## src/rtl/row_event_requester.sv

```systemverilog
// Requester side of the event-readout row arbiter: collects per-row event pulses into
// frozen arbitration groups and turns each accepted grant into a row/timestamp output event.
module row_event_requester #(
    parameter int Lvl_ROWS    = 2,
    parameter int Lvl_ROW_ADD = 1,
    parameter int TS_WIDTH    = 16
) (
    input  logic                   clk_i,
    input  logic                   reset_i,
    input  logic [Lvl_ROWS-1:0]    evt_i,
    input  logic [Lvl_ROWS-1:0]    gnt_i,
    input  logic                   grp_release_i,
    input  logic                   out_ready_i,
    output logic [Lvl_ROWS-1:0]    req_o,
    output logic                   arb_enable_o,
    output logic                   arb_clear_o,
    output logic                   evt_valid_o,
    output logic [Lvl_ROW_ADD-1:0] evt_row_o,
    output logic [TS_WIDTH-1:0]    evt_ts_o,
    output logic                   overflow_o,
    output logic                   protocol_err_o
);

    typedef enum logic [1:0] {
        S_IDLE,
        S_ARB,
        S_WAIT_REL,
        S_CLEAR
    } state_t;

    state_t                 state_q, state_d;
    logic [TS_WIDTH-1:0]    ts_q, ts_d;
    logic [TS_WIDTH-1:0]    grp_ts_q, grp_ts_d;
    logic [TS_WIDTH-1:0]    evt_ts_q, evt_ts_d;
    logic [Lvl_ROWS-1:0]    pending_q, pending_d;
    logic [Lvl_ROWS-1:0]    group_q, group_d;
    logic [Lvl_ROWS-1:0]    grp_req_q, grp_req_d;
    logic [Lvl_ROW_ADD-1:0] evt_row_q, evt_row_d;
    logic                   evt_valid_q, evt_valid_d;
    logic                   overflow_q, overflow_d;
    logic                   perr_q, perr_d;

    logic                   out_stall;
    logic                   gnt_onehot;
    logic                   gnt_accept;
    logic                   arb_enable;
    logic [Lvl_ROWS-1:0]    new_group;

    function automatic logic is_onehot(input logic [Lvl_ROWS-1:0] v);
        return (v != '0) && ((v & (v - Lvl_ROWS'(1))) == '0);
    endfunction

    function automatic logic [Lvl_ROW_ADD-1:0] onehot_index(input logic [Lvl_ROWS-1:0] v);
        logic [Lvl_ROW_ADD-1:0] idx;
        idx = '0;
        for (int i = 0; i < Lvl_ROWS; i++) begin
            if (v[i]) begin
                idx = Lvl_ROW_ADD'(i);
            end
        end
        return idx;
    endfunction

    always_comb begin
        out_stall   = evt_valid_q && !out_ready_i;
        gnt_onehot  = is_onehot(gnt_i);
        // A held grant is only taken once the output slot can absorb it.
        gnt_accept  = (state_q == S_ARB) && gnt_onehot && ((gnt_i & group_q) != '0) && !out_stall;
        new_group   = pending_q | evt_i;

        state_d     = state_q;
        ts_d        = ts_q + TS_WIDTH'(1);
        pending_d   = pending_q | evt_i;
        group_d     = group_q;
        grp_req_d   = grp_req_q;
        grp_ts_d    = grp_ts_q;
        evt_valid_d = evt_valid_q;
        evt_row_d   = evt_row_q;
        evt_ts_d    = evt_ts_q;
        overflow_d  = (evt_i & pending_q) != '0;
        perr_d      = perr_q;
        arb_enable  = 1'b0;

        case (state_q)
            S_IDLE: begin
                // Same-cycle events join the group being frozen rather than waiting a round.
                if (new_group != '0) begin
                    group_d   = new_group;
                    grp_req_d = new_group;
                    pending_d = '0;
                    grp_ts_d  = ts_q;
                    state_d   = S_ARB;
                end
            end
            S_ARB: begin
                arb_enable = !out_stall;
                // grp_req_q remembers the whole frozen group, so re-presented grants
                // for rows already served are silently dropped instead of flagged.
                if (gnt_i != '0) begin
                    if (!gnt_onehot || ((gnt_i & grp_req_q) == '0)) begin
                        perr_d = 1'b1;
                    end
                end
                if (gnt_accept) begin
                    group_d = group_q & ~gnt_i;
                end
                if ((group_q == '0) && !out_stall) begin
                    state_d = S_WAIT_REL;
                end
            end
            S_WAIT_REL: begin
                arb_enable = 1'b1;
                if (grp_release_i) begin
                    state_d = S_CLEAR;
                end
            end
            S_CLEAR: begin
                state_d = S_IDLE;
            end
            default: begin
                state_d = S_IDLE;
            end
        endcase

        if (gnt_accept) begin
            evt_valid_d = 1'b1;
            evt_row_d   = onehot_index(gnt_i);
            evt_ts_d    = grp_ts_q;
        end else if (out_ready_i) begin
            evt_valid_d = 1'b0;
        end
    end

    always_ff @(posedge clk_i) begin
        if (reset_i) begin
            state_q     <= S_IDLE;
            ts_q        <= '0;
            grp_ts_q    <= '0;
            evt_ts_q    <= '0;
            pending_q   <= '0;
            group_q     <= '0;
            grp_req_q   <= '0;
            evt_row_q   <= '0;
            evt_valid_q <= 1'b0;
            overflow_q  <= 1'b0;
            perr_q      <= 1'b0;
        end else begin
            state_q     <= state_d;
            ts_q        <= ts_d;
            grp_ts_q    <= grp_ts_d;
            evt_ts_q    <= evt_ts_d;
            pending_q   <= pending_d;
            group_q     <= group_d;
            grp_req_q   <= grp_req_d;
            evt_row_q   <= evt_row_d;
            evt_valid_q <= evt_valid_d;
            overflow_q  <= overflow_d;
            perr_q      <= perr_d;
        end
    end

    assign req_o          = group_q;
    assign arb_enable_o   = arb_enable;
    assign arb_clear_o    = (state_q == S_CLEAR);
    assign evt_valid_o    = evt_valid_q;
    assign evt_row_o      = evt_row_q;
    assign evt_ts_o       = evt_ts_q;
    assign overflow_o     = overflow_q;
    assign protocol_err_o = perr_q;

endmodule

```

## config.mk

```make
export PLATFORM = sky130hd
export DESIGN_NAME = row_event_requester
export DESIGN_NICKNAME = d
export VERILOG_FILES = /design/src/rtl/row_event_requester.sv
export SDC_FILE = /design/constraint.sdc
export NUM_CORES = 1
export LEC_CHECK = 0
export BUFFER_PORTS_ARGS = -buffer_cell sky130_fd_sc_hd__clkbuf_2
export CORE_UTILIZATION = 35
export CTS_CLUSTER_SIZE = 40
export DETAILED_ROUTE_END_ITERATION = 16
export SYNTH_ARGS = -nofsm -noshare
export SYNTH_HDL_FRONTEND = slang
export SYNTH_SLANG_ARGS = --single-unit
```

## constraint.sdc

```tcl
create_clock -name clk_i -period 4.23 [get_ports clk_i]
set_input_delay 0 -clock clk_i [delete_from_list [all_inputs] [get_ports clk_i]]
set_output_delay 0 -clock clk_i [all_outputs]
set_load 0.05 [all_outputs]
```

---- After elaboration in Yosys (flattened, before gate mapping) ----
Cells that the tools add are included.
W data, S select, Z words.
storage, ports and cells
  memories ................................ 0
  logic and storage cells ................. 64
  output and inout bits ................... 24
  register bits after elaboration ......... 60
  memory bits (read-only) ................. 0
  bits in writable memories ............... 0
  latch bits .............................. 0
  input port bits ......................... 8
cells by class
  reductions and logical operators ........ 24
  shifts and indexed selects .............. 0
  add/subtract/negate cells ............... 2
  $lt $le $gt $ge ......................... 0
  eq/ne operators ......................... 7
  bitwise gates (word level) .............. 7
  mux-type cells .......................... 13
  multipliers ............................. 0
  divide/modulo/power cells ............... 0
operators by type and width
  operator                 count
  $add A16 B1 Y16 const B  1
  $mux W2                  7
  $reduce_bool A2 Y1       6
  $and A2 B2 Y2            5
  $reduce_and A3 Y1        3
  $logic_not A2 Y1         4
  $pmux W2 S4              1
  $logic_and A1 B1 Y1      6
  $ne A2 B2 Y1 const B     3
  $eq A2 B2 Y1 const B     2
  $pmux W2 S2              1
  $logic_not A1 Y1         3
  $mux W1                  3
  $eq A2 B1 Y1 const B     1
  $ne A2 B1 Y1 const B     1
  $not A2 Y2               1
  $or A2 B2 Y2             1
  $pmux W1 S2              1
  $reduce_and A2 Y1        1
  $sub A2 B1 Y2 const B    1
  $logic_or A1 B1 Y1       1

---- Logic depth before layout (Yosys ltp) ----
Gate-level depths: netlist of the first run.
  word-level depth ........................ 9
  gate-level depth with buffers ........... 6

---- Worst setup path before layout of the first run ----
OpenSTA, ideal clock, no wires.
  path type ............................... register to register
  start point ............................. reg group_q[1] (netlist: req_o[1])
  end point ............................... reg group_q[0] (netlist: req_o[0])
  stages on the path, launching flop included .. 6
  data arrival time ....................... 1.430 ns
  slack ................................... 2.669 ns
  required time ........................... 4.099 ns
  path buffers ............................ 1
  path through ............................ dfxtp_1 -> a22o_1 -> nand4_1 -> buf_2 -> nor3_1 -> nor3b_1
between the ends
  cells in the longest elaborated chain, start to end .. 6
RTL lines
  element                           RTL line  RTL
  from (decl)                       36        logic [Lvl_ROWS-1:0] group_q, group_d;
  from (signal assigned)            153       group_q <= group_d;
  $and A2 B2 Y2                     68        gnt_accept = (state_q == S_ARB) && gnt_onehot && ((gnt_i & group_q) != '0) && !out_stall;
  $reduce_bool A2 Y1                68
  $logic_and A1 B1 Y1 (2 in a row)  68
  $ne A2 B2 Y1 (no line)            --
  $reduce_and A3 Y1 (no line)       --
No other way between the ends.
A chain may end at the register's enable or synchronous reset.

---- Final worst setup path of the first run ----
  start point ............................. reg state_q[0]
  end point ............................... reg grp_ts_q[14]
between the ends
  cells in the longest elaborated chain, start to end .. 2
RTL lines
  element                      RTL line  RTL
  from (decl)                  31        state_t state_q, state_d;
  from (signal assigned)       148       state_q <= state_d;
  $logic_not A2 Y1             84        case (state_q)
  $reduce_and A2 Y1 (no line)  --
  to (signal assigned)         150       grp_ts_q <= grp_ts_d;
  to (decl)                    33        logic [TS_WIDTH-1:0] grp_ts_q, grp_ts_d;
No other way between the ends.

==> results of run 1 <==
[worst min-delay path: stages]
cell and delay (ns):
sky130_fd_sc_hd__clkbuf_2 0.14, sky130_fd_sc_hd__a22oi_1 0.08, sky130_fd_sc_hd__nor2_1 0.10
[flip-flops by register name (all words and copies together), names as in the netlist]
register and cells:
evt_row_o 1, evt_ts_o 16, evt_valid_o 1, grp_req_q 2, grp_ts_q 16, overflow_o 1
pending_q 2, protocol_err_o 1, req_o 2, state_q 2, ts_q 16
[cell type report]
type                    count  area share
well taps                  80      0.0348
repair buffers             33      0.0591
clock inverters             7      0.0348
clock buffers               9      0.0430
multi-input cells         192       0.402
flip-flops and latches     60       0.417
inverters                   7     0.00913
[layer usage]
layer	global-route usage	vias to the layer above	wire, µm
li1	-	984	-
met1	0.164	841	2220
met2	0.194	26	2040
met3	0.0404	7	95
met4	0.0727	0	81
met5	0	-	0
[through the flow]
| step | worst slack, ns | power, mW | hold slack [ns] |
|---|---|---|---|
| final | 2.39 | 1.60 | 0.0235 |
| after global routing | 2.11 | 1.69 | 0.0387 |
| after CTS | 2.35 | 1.63 | 0.0232 |
| after detailed placement | 2.35 | 1.05 | 0.385 |
| after global placement | 2.44 | 1.04 | 0.385 |
| after floorplan | 2.67 | 0.966 | 0.148 |
[power by group through the flow]
| stage | clock network, mW | logic [mW] | registers, mW |
|---|---|---|---|
| floorplan | 0 | 0.282 | 0.684 |
| detailed placement | 0 | 0.402 | 0.649 |
| global placement | 0 | 0.396 | 0.647 |
| CTS | 0.588 | 0.403 | 0.637 |
| global route | 0.616 | 0.434 | 0.641 |
| finish | 0.571 | 0.395 | 0.635 |
[placed cells by master (no fill, tap or decap), types with 7 or more instances in the layout]
cell                       synthesis  final
sky130_fd_sc_hd__xnor2_1           7      7
sky130_fd_sc_hd__nor2_1           41     41
sky130_fd_sc_hd__ha_1              7      7
sky130_fd_sc_hd__mux2i_1          16     16
sky130_fd_sc_hd__clkbuf_2          0     31
sky130_fd_sc_hd__nand2_1          41     41
sky130_fd_sc_hd__a21oi_1          22     22
sky130_fd_sc_hd__clkbuf_8          1      9
sky130_fd_sc_hd__dfxtp_1          60     60
[final timing paths]
check	end	slack (ns)	cells past startpoint	from
max	grp_ts_q[14]$_SDFFE_PP0P_	2.39	5	state_q[0]$_SDFFE_PP0P_
min reg2reg	evt_row_o$_SDFFE_PP0P_	0.45	2	evt_row_o$_SDFFE_PP0P_
min	overflow_o$_SDFF_PP0_	0.02	3	evt_i[1]
max reg2reg	grp_ts_q[14]$_SDFFE_PP0P_	2.39	5	state_q[0]$_SDFFE_PP0P_
[cell families (layout without fill, tap and decap cells)]
family	count (synthesis)	in the layout	synth area share
xor+xnor	13	13	0.0466
simple gates	119	119	0.224
mux	16	16	0.0656
compound gates	37	37	0.101
flops	60	60	0.492
fa+ha+maj	7	7	0.0359
buf+inv	18	56	0.0343
==> impl_table.tex, run 1 <==
\begin{tabular}{lr}
\hline
Metric & Value \\
\hline
\multicolumn{2}{l}{\textbf{Outcome}} \\
Run status & completed \\
\multicolumn{2}{l}{\textbf{Die}} \\
Number of top-level pins & 32 \\
Initial standard-cell utilization of the core & 0.361 \\
Core Region & 0.00676 mm² \\
Die Outline Area & 0.00732 mm² \\
Die extent in x & 85.5 µm \\
Die height & 85.5 µm \\
Row Count & 30 \\
\multicolumn{2}{l}{\textbf{Place}} \\
Final RePlAce weighted congestion & 0.759 \\
Total of buffers placed on input and output ports & 31 \\
Hpwl dp & 2890 µm \\
Post-DP Area & 0.00266 mm² \\
Placed Instances & 372 \\
\multicolumn{2}{l}{\textbf{CTS}} \\
Clock sink total & 60 \\
H-tree depth & 3 \\
CTS tree & yes \\
Maximum count of clock buffers along a single path & 2 \\
Num CTS Buffers & 9 \\
Hold\_buf cts & 0 \\
Master cell of the clock root buffer & sky130\_fd\_sc\_hd\_\_clkbuf\_8 \\
Post-CTS setup buffer count & 0 \\
Count of cells resized by post-cts repair & 0 \\
Clock-pin slew on the worst setup and hold paths & 0.07 ns \\
Clk\_lat worst skew & 0.34 ns \\
\multicolumn{2}{l}{\textbf{Logic synthesis}} \\
Synthesis-stage register bit count & 60 \\
Sequential cell area fraction in the yosys report & 0.492 \\
Library cell with the highest instance count after synthesis & sky130\_fd\_sc\_hd\_\_dfxtp\_1 \\
Share of async-settable or async-resettable flops after synthesis & 0 \\
Synthesized area per cell & 9.05 µm² \\
Most instantiated cells after synthesis & sky130\_fd\_sc\_hd\_\_dfxtp\_1 (60), sky130\_fd\_sc\_hd\_\_nand2\_1 (41), sky130\_fd\_sc\_hd\_\_nor2\_1 (41), sky130\_fd\_sc\_hd\_\_a21oi\_1 (22), sky130\_fd\_sc\_hd\_\_mux2i\_1 (16) \\
Mapped Nets & 285 \\
Primary flip-flop cell chosen by synthesis mapping & sky130\_fd\_sc\_hd\_\_dfxtp\_1 \\
Gate count of the mapped netlist & 270 \\
Total of warnings raised by yosys & 0 \\
Netlist area before placement & 0.00244 mm² \\
Area fraction of the dominant cell type after synthesis & 0.492 \\
Yosys cell types & 37 \\
Top area cells in the synthesized netlist & sky130\_fd\_sc\_hd\_\_dfxtp\_1 (49\%), sky130\_fd\_sc\_hd\_\_mux2i\_1 (6.6\%), sky130\_fd\_sc\_hd\_\_nand2\_1 (6.3\%) \\
Number of synthesized flops with an enable pin & 0 \\
Post-synthesis cell type with the largest combined area & sky130\_fd\_sc\_hd\_\_dfxtp\_1 \\
\multicolumn{2}{l}{\textbf{Timing}} \\
Fin crit period & 1.84 ns \\
Final max-slew violation count & 0 \\
Final worst-path cycle share & 0.435 \\
RSZ-0062 raised after global routing & no \\
Number of setup violations in the final report & 0 \\
Total negative slack for setup checks & 0 ns \\
Worst slew margin & 0.414 \\
Endpoints failing hold & 0 \\
Layout Skew & 0.00785 ns \\
Max Fclk & 543 MHz \\
Slew @ Worst Pin & 0.877 ns \\
\multicolumn{2}{l}{\textbf{Cells and area}} \\
Fillers & 697 \\
Area growth from synthesis to layout & 17.9\% \\
Antenna cells & 0 \\
Footprint of the multi-input gates & 0.00116 mm² \\
Non-filler cells, final & 388 \\
Core utilization of the finished layout & 0.426 \\
Register area & 0.00120 mm² \\
Fraction of final layout cells sized beyond drive strength 1 & 0.182 \\
Fin nets & 318 \\
Cell area after layout & 0.00288 mm² \\
\multicolumn{2}{l}{\textbf{Critical path}} \\
Cell with the largest stage delay on the worst path & sky130\_fd\_sc\_hd\_\_a21boi\_2 \\
Critical path capture point type & register \\
WS Path Type & register to register \\
Worst endpoint required time & 4.50 ns \\
Largest delay share family, worst path & compound AO/OA/AOI/OAI gates \\
Arrival @ worst endpoint & 2.11 ns \\
Cells along the critical path & inv\_1, ha\_1, a21boi\_2, nand2\_1, a21oi\_1 \\
Nature of the critical path startpoint & register \\
Longest individual stage delay on the worst path & 0.66 ns \\
Critical Path Fanout Max & 16 \\
Buf/Inv on CP & 1 \\
\multicolumn{2}{l}{\textbf{Route}} \\
Total Wirelength & 4430 µm \\
Drt initial violations & 69 \\
Wire per inst & 11.4 µm \\
DR DRC count & 0 \\
Vias per cell & 4.79 \\
Number of detailed-routing iterations run before antenna repair & 6 \\
Residual antenna-violating net count after detailed routing & 0 \\
Detailed-route via count & 1,858 \\
\multicolumn{2}{l}{\textbf{Hold path}} \\
Worst Hold Class & input port to register \\
\multicolumn{2}{l}{\textbf{GRT}} \\
Vias in the first global route & 1,593 \\
Aggregate global-route resource usage & 0.129 \\
Residual overflow from global routing & 0 \\
Pin count of the biggest net entering global routing & 63 \\
Wire length of the first global-routing pass & 7320 µm \\
Number of antenna violations at the first check in global routing & 0 \\
\multicolumn{2}{l}{\textbf{Power}} \\
Net switching power of the design & 0.532 mW \\
Net switching share of the total power & 0.332 \\
Reg power frac & 0.397 \\
Areal power density over the cells & 556 mW/mm² \\
Internal & 1.07 mW \\
Power share of the clock group & 0.357 \\
Combinational share of power & 0.246 \\
Static leakage & 1.24 nW \\
IR drop worst, VDD & 0.167 mV \\
\multicolumn{2}{l}{\textbf{Flow run}} \\
Max-cap violation count & 0 \\
\hline
\end{tabular}
Note: power is estimated with default switching activity, not from simulation.
==> run 2, diff against run 1 <==
Settings changed: ABC_AREA from default to 1.
Clock period 4.23 ns to 1.7 ns, I/O delays scaled along.
==> run 2 against run 1 <==
  * Sequential share of layout area fell by 3.2 points
  * Largest power group unchanged
  * Largest cell class is now multi-input gates
  * Clock skew rose by 0.00086 ns
  * Critical path type is now register to output pin
  * Setup slack got worse by 2.3 ns
==> impl_table.tex, run 2 <==
\begin{tabular}{lr}
\hline
Metric & Value \\
\hline
\multicolumn{2}{l}{\textbf{CTS}} \\
Clock-pin slew on the worst setup and hold paths & 0.06 ns \\
Clk\_lat worst skew & 0.33 ns \\
Master cell of the clock root buffer & sky130\_fd\_sc\_hd\_\_clkbuf\_8 \\
Num CTS Buffers & 9 \\
CTS tree & yes \\
Clock sink total & 60 \\
Maximum count of clock buffers along a single path & 2 \\
H-tree depth & 3 \\
\multicolumn{2}{l}{\textbf{Route}} \\
Total Wirelength & 5350 µm \\
Vias per cell & 4.54 \\
Detailed-route via count & 2,225 \\
Wire per inst & 10.9 µm \\
Drt initial violations & 97 \\
Number of detailed-routing iterations run before antenna repair & 4 \\
DR DRC count & 0 \\
Residual antenna-violating net count after detailed routing & 0 \\
\multicolumn{2}{l}{\textbf{Die}} \\
Row Count & 31 \\
Number of top-level pins & 32 \\
Die extent in x & 90.2 µm \\
Die height & 90.2 µm \\
Initial standard-cell utilization of the core & 0.369 \\
Die Outline Area & 0.00813 mm² \\
Core Region & 0.00737 mm² \\
\multicolumn{2}{l}{\textbf{Logic synthesis}} \\
Library cell with the highest instance count after synthesis & sky130\_fd\_sc\_hd\_\_nand2\_1 \\
Top area cells in the synthesized netlist & sky130\_fd\_sc\_hd\_\_dfxtp\_1 (44\%), sky130\_fd\_sc\_hd\_\_nand2\_1 (9.2\%), sky130\_fd\_sc\_hd\_\_a21oi\_1 (7.2\%) \\
Primary flip-flop cell chosen by synthesis mapping & sky130\_fd\_sc\_hd\_\_dfxtp\_1 \\
Gate count of the mapped netlist & 352 \\
Post-synthesis cell type with the largest combined area & sky130\_fd\_sc\_hd\_\_dfxtp\_1 \\
Sequential cell area fraction in the yosys report & 0.441 \\
Number of synthesized flops with an enable pin & 0 \\
Mapped Nets & 367 \\
Total of warnings raised by yosys & 0 \\
Share of async-settable or async-resettable flops after synthesis & 0 \\
Synthesized area per cell & 7.73 µm² \\
Synthesis-stage register bit count & 60 \\
Most instantiated cells after synthesis & sky130\_fd\_sc\_hd\_\_nand2\_1 (67), sky130\_fd\_sc\_hd\_\_dfxtp\_1 (60), sky130\_fd\_sc\_hd\_\_inv\_1 (51), sky130\_fd\_sc\_hd\_\_a21oi\_1 (39), sky130\_fd\_sc\_hd\_\_nor2\_1 (22) \\
Area fraction of the dominant cell type after synthesis & 0.441 \\
Yosys cell types & 30 \\
Netlist area before placement & 0.00272 mm² \\
\multicolumn{2}{l}{\textbf{Outcome}} \\
Run status & completed \\
\multicolumn{2}{l}{\textbf{Critical path}} \\
WS Path Type & register to output pin \\
Nature of the critical path startpoint & register \\
Worst reg-to-reg setup slack & 0.19 ns \\
Critical path capture point type & output pin \\
Arrival @ worst endpoint & 1.59 ns \\
Worst endpoint required time & 1.70 ns \\
Critical Path Fanout Max & 5 \\
\multicolumn{2}{l}{\textbf{Place}} \\
Final RePlAce weighted congestion & 0.805 \\
Post-DP Area & 0.00292 mm² \\
Hpwl dp & 3700 µm \\
Total of buffers placed on input and output ports & 31 \\
Worst slack, placed & 0.165 ns \\
Placed Instances & 472 \\
\multicolumn{2}{l}{\textbf{GRT}} \\
Pin count of the biggest net entering global routing & 37 \\
Residual overflow from global routing & 0 \\
Vias in the first global route & 2,050 \\
Number of antenna violations at the first check in global routing & 0 \\
Aggregate global-route resource usage & 0.136 \\
Wire length of the first global-routing pass & 8940 µm \\
\multicolumn{2}{l}{\textbf{Cells and area}} \\
Area growth from synthesis to layout & 14.5\% \\
Highest-count cells in the layout ignoring fill and taps & sky130\_fd\_sc\_hd\_\_nand2\_1 (67), sky130\_fd\_sc\_hd\_\_dfxtp\_1 (60), sky130\_fd\_sc\_hd\_\_inv\_1 (51) \\
Fin nets & 403 \\
Leading cell type in the layout, fill and taps excluded & sky130\_fd\_sc\_hd\_\_nand2\_1 \\
Antenna cells & 0 \\
Fillers & 786 \\
Cell area after layout & 0.00312 mm² \\
Non-filler cells, final & 490 \\
Fraction of final layout cells sized beyond drive strength 1 & 0.205 \\
\multicolumn{2}{l}{\textbf{Timing}} \\
Final worst-path cycle share & 0.935 \\
Worst slew margin & 0.753 \\
Fin crit period & 1.59 ns \\
Total negative slack for setup checks & 0 ns \\
RSZ-0062 raised after global routing & no \\
Max Fclk & 629 MHz \\
Slew @ Worst Pin & 0.369 ns \\
Number of setup violations in the final report & 0 \\
Final max-slew violation count & 0 \\
Layout Skew & 0.00871 ns \\
Post-route worst setup slack & 0.110 ns \\
Endpoints failing hold & 0 \\
\multicolumn{2}{l}{\textbf{Flow run}} \\
Max-cap violation count & 0 \\
\multicolumn{2}{l}{\textbf{Power}} \\
Net switching power of the design & 1.57 mW \\
Internal & 2.49 mW \\
Reg power frac & 0.406 \\
Combinational share of power & 0.335 \\
Areal power density over the cells & 1300 mW/mm² \\
Static leakage & 1.28 nW \\
Net switching share of the total power & 0.386 \\
IR drop worst, VDD & 0.379 mV \\
Post-layout total power & 4.06 mW \\
Power share of the clock group & 0.260 \\
\multicolumn{2}{l}{\textbf{Hold path}} \\
Worst Hold Class & input port to register \\
\hline
\end{tabular}
run 2: changes by cell type after synthesis, sizes merged, moves of 4 or more:
cell,delta
xor2,-5
nand2b,-4
nand2,+30
xnor2,-7
o21ai,+27
mux2i,-16
a21oi,+27
nand4,-4
inv,+47
nand3,+24
nor2,-14
buf,+4
run 2: kinds of logic after synthesis:
kind of cell,synth area share
AOI/OAI and AO/OA,0.160
xor gates and xnor gates,0.00322
adders and majority gates,0.0322
buffers and inverters,0.120
DFF,0.441
and+or+nand+nor,0.243
run 2: metrics by stage:
stage / hold slack, ns / utilization
2_1_floorplan: 0.143 / -
3_3_place_gp: 0.281 / 0.396
3_5_place_dp: 0.283 / 0.396
4_1_cts: 0.0183 / 0.421
5_1_grt: 0.0542 / 0.423
6_report: 0.0243 / 0.423
run 2: cell type report:
cell class                 count  area [µm²]  area share
clock buffer                  11         141      0.0454
clock inverter                 3        15.0     0.00482
inverter                      56         211      0.0678
multi-input combinational    224        1200       0.386
sequential                    60        1200       0.385
tap                           99         124      0.0397
timing repair buffer          37         220      0.0707
run 2: critical path, stage by stage, from the launching register on:
cell,delay [ns]
sky130_fd_sc_hd__dfxtp_1,0.37
sky130_fd_sc_hd__inv_1,0.10
sky130_fd_sc_hd__ha_1,0.20
sky130_fd_sc_hd__buf_4,0.15
sky130_fd_sc_hd__a21oi_1,0.15
sky130_fd_sc_hd__nor2_1,0.06
sky130_fd_sc_hd__clkbuf_2,0.23
run 2: what timing repair did:
action	4_1_cts	5_1_grt
hold buffers	3	0
endpoints found under the setup margin	0	2
hold endpoints to repair	3	0
gates resized for setup	0	0
buffers inserted	0	0
run 2: metal layers:
layer | global-route usage | vias to the layer above | share of wire
met5 | 0 | - | 0
met4 | 0.0753 | 0 | 0.023
met3 | 0.0296 | 9 | 0.029
met2 | 0.216 | 39 | 0.45
met1 | 0.171 | 982 | 0.50
li1 | - | 1195 | -
run 2: final timing paths:
path                                                   to                       from  cells after the start
worst max-delay path                         arb_enable_o    state_q[1]$_SDFFE_PP0P_                      6
worst min-delay path               evt_row_o$_SDFFE_PP0P_                   gnt_i[1]                      3
worst max register to register   evt_ts_o[7]$_SDFFE_PP0P_    state_q[1]$_SDFFE_PP0P_                      5
worst min register to register  evt_ts_o[10]$_SDFFE_PP0P_  evt_ts_o[10]$_SDFFE_PP0P_                      2
run 2: power by group through the flow:
stage                     Sequential [mW]  Clock [mW]  Combinational (mW)
after floorplan                      1.94           0               0.862
after global placement               1.67           0                1.32
after detailed placement             1.68           0                1.34
after CTS                            1.65        1.10                1.35
after global routing                 1.66        1.15                1.50
final                                1.65        1.05                1.36
==> run 3, diff against run 2 <==
Settings changed: ABC_AREA 1 to default.
==> run 3 against run 2 <==
  * Core utilization increased by 0.87 points
  * Sequential share of layout area rose by 2.6 points
  * First-iteration DRC count decreased by 24%
  * Via count shrank 15%
  * Largest power group unchanged
==> impl_table.tex, run 3 (synthesis results as in run 1) <==
\begin{tabular}{lr}
\hline
Metric & Value \\
\hline
\multicolumn{2}{l}{\textbf{Critical path}} \\
Critical Path Source & state\_q[1]\$\_SDFFE\_PP0P\_ \\
Arrival @ worst endpoint & 1.80 ns \\
Worst r2r dst & req\_o[1]\$\_SDFFE\_PP0P\_ \\
Critical path capture point type & register \\
Nature of the critical path startpoint & register \\
Reg2Reg Launch Point & state\_q[1]\$\_SDFFE\_PP0P\_ \\
WS Path Type & register to register \\
Worst reg-to-reg setup slack & 0.16 ns \\
Count of cells along the worst register-to-register path & 6 \\
Critical Path Fanout Max & 9 \\
Worst endpoint required time & 1.95 ns \\
\multicolumn{2}{l}{\textbf{Cells and area}} \\
Fin nets & 324 \\
Highest-count cells in the layout ignoring fill and taps & sky130\_fd\_sc\_hd\_\_dfxtp\_1 (60), sky130\_fd\_sc\_hd\_\_nand2\_1 (41), sky130\_fd\_sc\_hd\_\_nor2\_1 (41) \\
Register area & 0.00120 mm² \\
Fraction of final layout cells sized beyond drive strength 1 & 0.198 \\
Leading cell type in the layout, fill and taps excluded & sky130\_fd\_sc\_hd\_\_dfxtp\_1 \\
Footprint of the multi-input gates & 0.00116 mm² \\
Fillers & 671 \\
Antenna cells & 0 \\
Area growth from synthesis to layout & 19.4\% \\
Core utilization of the finished layout & 0.432 \\
\multicolumn{2}{l}{\textbf{Outcome}} \\
Run status & completed \\
\multicolumn{2}{l}{\textbf{Route}} \\
Drt initial violations & 74 \\
Number of detailed-routing iterations run before antenna repair & 4 \\
Residual antenna-violating net count after detailed routing & 0 \\
Detailed-route via count & 1,883 \\
Vias per cell & 4.79 \\
Total Wirelength & 4440 µm \\
DR DRC count & 0 \\
Wire per inst & 11.3 µm \\
\multicolumn{2}{l}{\textbf{CTS}} \\
Maximum count of clock buffers along a single path & 2 \\
Master cell of the clock root buffer & sky130\_fd\_sc\_hd\_\_clkbuf\_8 \\
Clock sink total & 60 \\
Count of cells resized by post-cts repair & 0 \\
Clock-pin slew on the worst setup and hold paths & 0.07 ns \\
Num CTS Buffers & 9 \\
Clk\_lat worst skew & 0.33 ns \\
Post-CTS setup buffer count & 0 \\
H-tree depth & 3 \\
Hold\_buf cts & 0 \\
CTS tree & yes \\
\multicolumn{2}{l}{\textbf{Place}} \\
Hpwl dp & 3060 µm \\
Total of buffers placed on input and output ports & 31 \\
Final RePlAce weighted congestion & 0.777 \\
Worst slack, placed & 0.129 ns \\
\multicolumn{2}{l}{\textbf{Timing}} \\
Number of setup violations in the final report & 0 \\
Max Fclk & 649 MHz \\
Fin crit period & 1.54 ns \\
Hold\_ws & 0.0301 ns \\
Final max-slew violation count & 0 \\
Endpoints failing hold & 0 \\
RSZ-0062 raised after global routing & no \\
Worst slew margin & 0.444 \\
Final worst-path cycle share & 0.907 \\
Slew @ Worst Pin & 0.831 ns \\
Post-route worst setup slack & 0.158 ns \\
Layout Skew & 0.0119 ns \\
Total negative slack for setup checks & 0 ns \\
\multicolumn{2}{l}{\textbf{Die}} \\
Core Region & 0.00676 mm² \\
Die extent in x & 85.5 µm \\
Row Count & 30 \\
Die height & 85.5 µm \\
Number of top-level pins & 32 \\
Die Outline Area & 0.00732 mm² \\
Initial standard-cell utilization of the core & 0.361 \\
\multicolumn{2}{l}{\textbf{Hold path}} \\
Hold Path Origin & evt\_i[1] \\
Worst Hold Class & input port to register \\
Worst-case hold path end point & overflow\_o\$\_SDFF\_PP0\_ \\
Cell depth of the worst hold path & 3 \\
\multicolumn{2}{l}{\textbf{Power}} \\
IR drop worst, VDD & 0.404 mV \\
Areal power density over the cells & 1290 mW/mm² \\
Static leakage & 1.26 nW \\
\multicolumn{2}{l}{\textbf{Flow run}} \\
Max-cap violation count & 0 \\
\multicolumn{2}{l}{\textbf{GRT}} \\
Pin count of the biggest net entering global routing & 39 \\
Aggregate global-route resource usage & 0.131 \\
Residual overflow from global routing & 0 \\
Wire length of the first global-routing pass & 7600 µm \\
Number of antenna violations at the first check in global routing & 0 \\
Vias in the first global route & 1,726 \\
\hline
\end{tabular}
run 3: cell types whose count changed in the layout (fill, tap and decap cells not counted), moves of 8 or more:
cell and change:
sky130_fd_sc_hd__inv_1 -45, sky130_fd_sc_hd__mux2i_1 +16, sky130_fd_sc_hd__o21ai_1 -19, sky130_fd_sc_hd__nand3_1 -16, sky130_fd_sc_hd__nand3_2 -8, sky130_fd_sc_hd__o21ai_0 -8, sky130_fd_sc_hd__nand2_1 -26, sky130_fd_sc_hd__a21oi_1 -17
sky130_fd_sc_hd__a21oi_2 -10, sky130_fd_sc_hd__nor2_1 +19
run 3: worst max-delay path by stage:
| stage | slack [ns] | cells past startpoint | endpoint |
|---|---|---|---|
| final | 0.16 | 6 | req_o[1]$_SDFFE_PP0P_ |
| after global routing | 0.02 | 6 | req_o[0]$_SDFFE_PP0P_ |
| after CTS | 0.11 | 6 | evt_row_o$_SDFFE_PP0P_ |
| after detailed placement | 0.13 | 6 | evt_row_o$_SDFFE_PP0P_ |
| after global placement | 0.16 | 6 | evt_row_o$_SDFFE_PP0P_ |
| after floorplan | 0.14 | 5 | req_o[0]$_SDFFE_PP0P_ |
run 3: layout make-up:
| type | count | area share |
|---|---|---|
| flip-flops and latches | 60 | 0.412 |
| clock buffers | 11 | 0.0519 |
| multi-input cells | 192 | 0.398 |
| inverters | 7 | 0.00901 |
| repair buffers | 39 | 0.0867 |
| clock inverters | 4 | 0.00858 |
| well taps | 80 | 0.0343 |
run 3: through the flow:
stage	cells	total power [mW]	cell area, µm²
after floorplan	270	2.40	2440
after global placement	378	2.67	2740
after detailed placement	378	2.68	2740
after CTS	393	3.81	2910
after global routing	393	4.00	2920
final	393	3.77	2920
run 3: routing by layer:
layer  GRT usage  vias to the layer above  part of all wire
met5           0                        -                 0
met4      0.0864                        0             0.027
met3      0.0250                        9             0.026
met2       0.201                       23              0.43
met1       0.169                      858              0.52
li1            -                      993                 -
run 3: critical path, cell delays in order, from the launching register on:
cell and delay, ns:
sky130_fd_sc_hd__dfxtp_1 0.33, sky130_fd_sc_hd__inv_1 0.12, sky130_fd_sc_hd__ha_1 0.37, sky130_fd_sc_hd__nand2b_1 0.12, sky130_fd_sc_hd__nor2_1 0.16, sky130_fd_sc_hd__a2bb2oi_1 0.17
sky130_fd_sc_hd__nor3b_1 0.18
run 3: report_power, final:
part / switching, mW / internal [mW]
logic: 0.662 / 0.395
registers: 0.0774 / 1.50
clock network: 0.535 / 0.594
total: 1.27 / 2.49
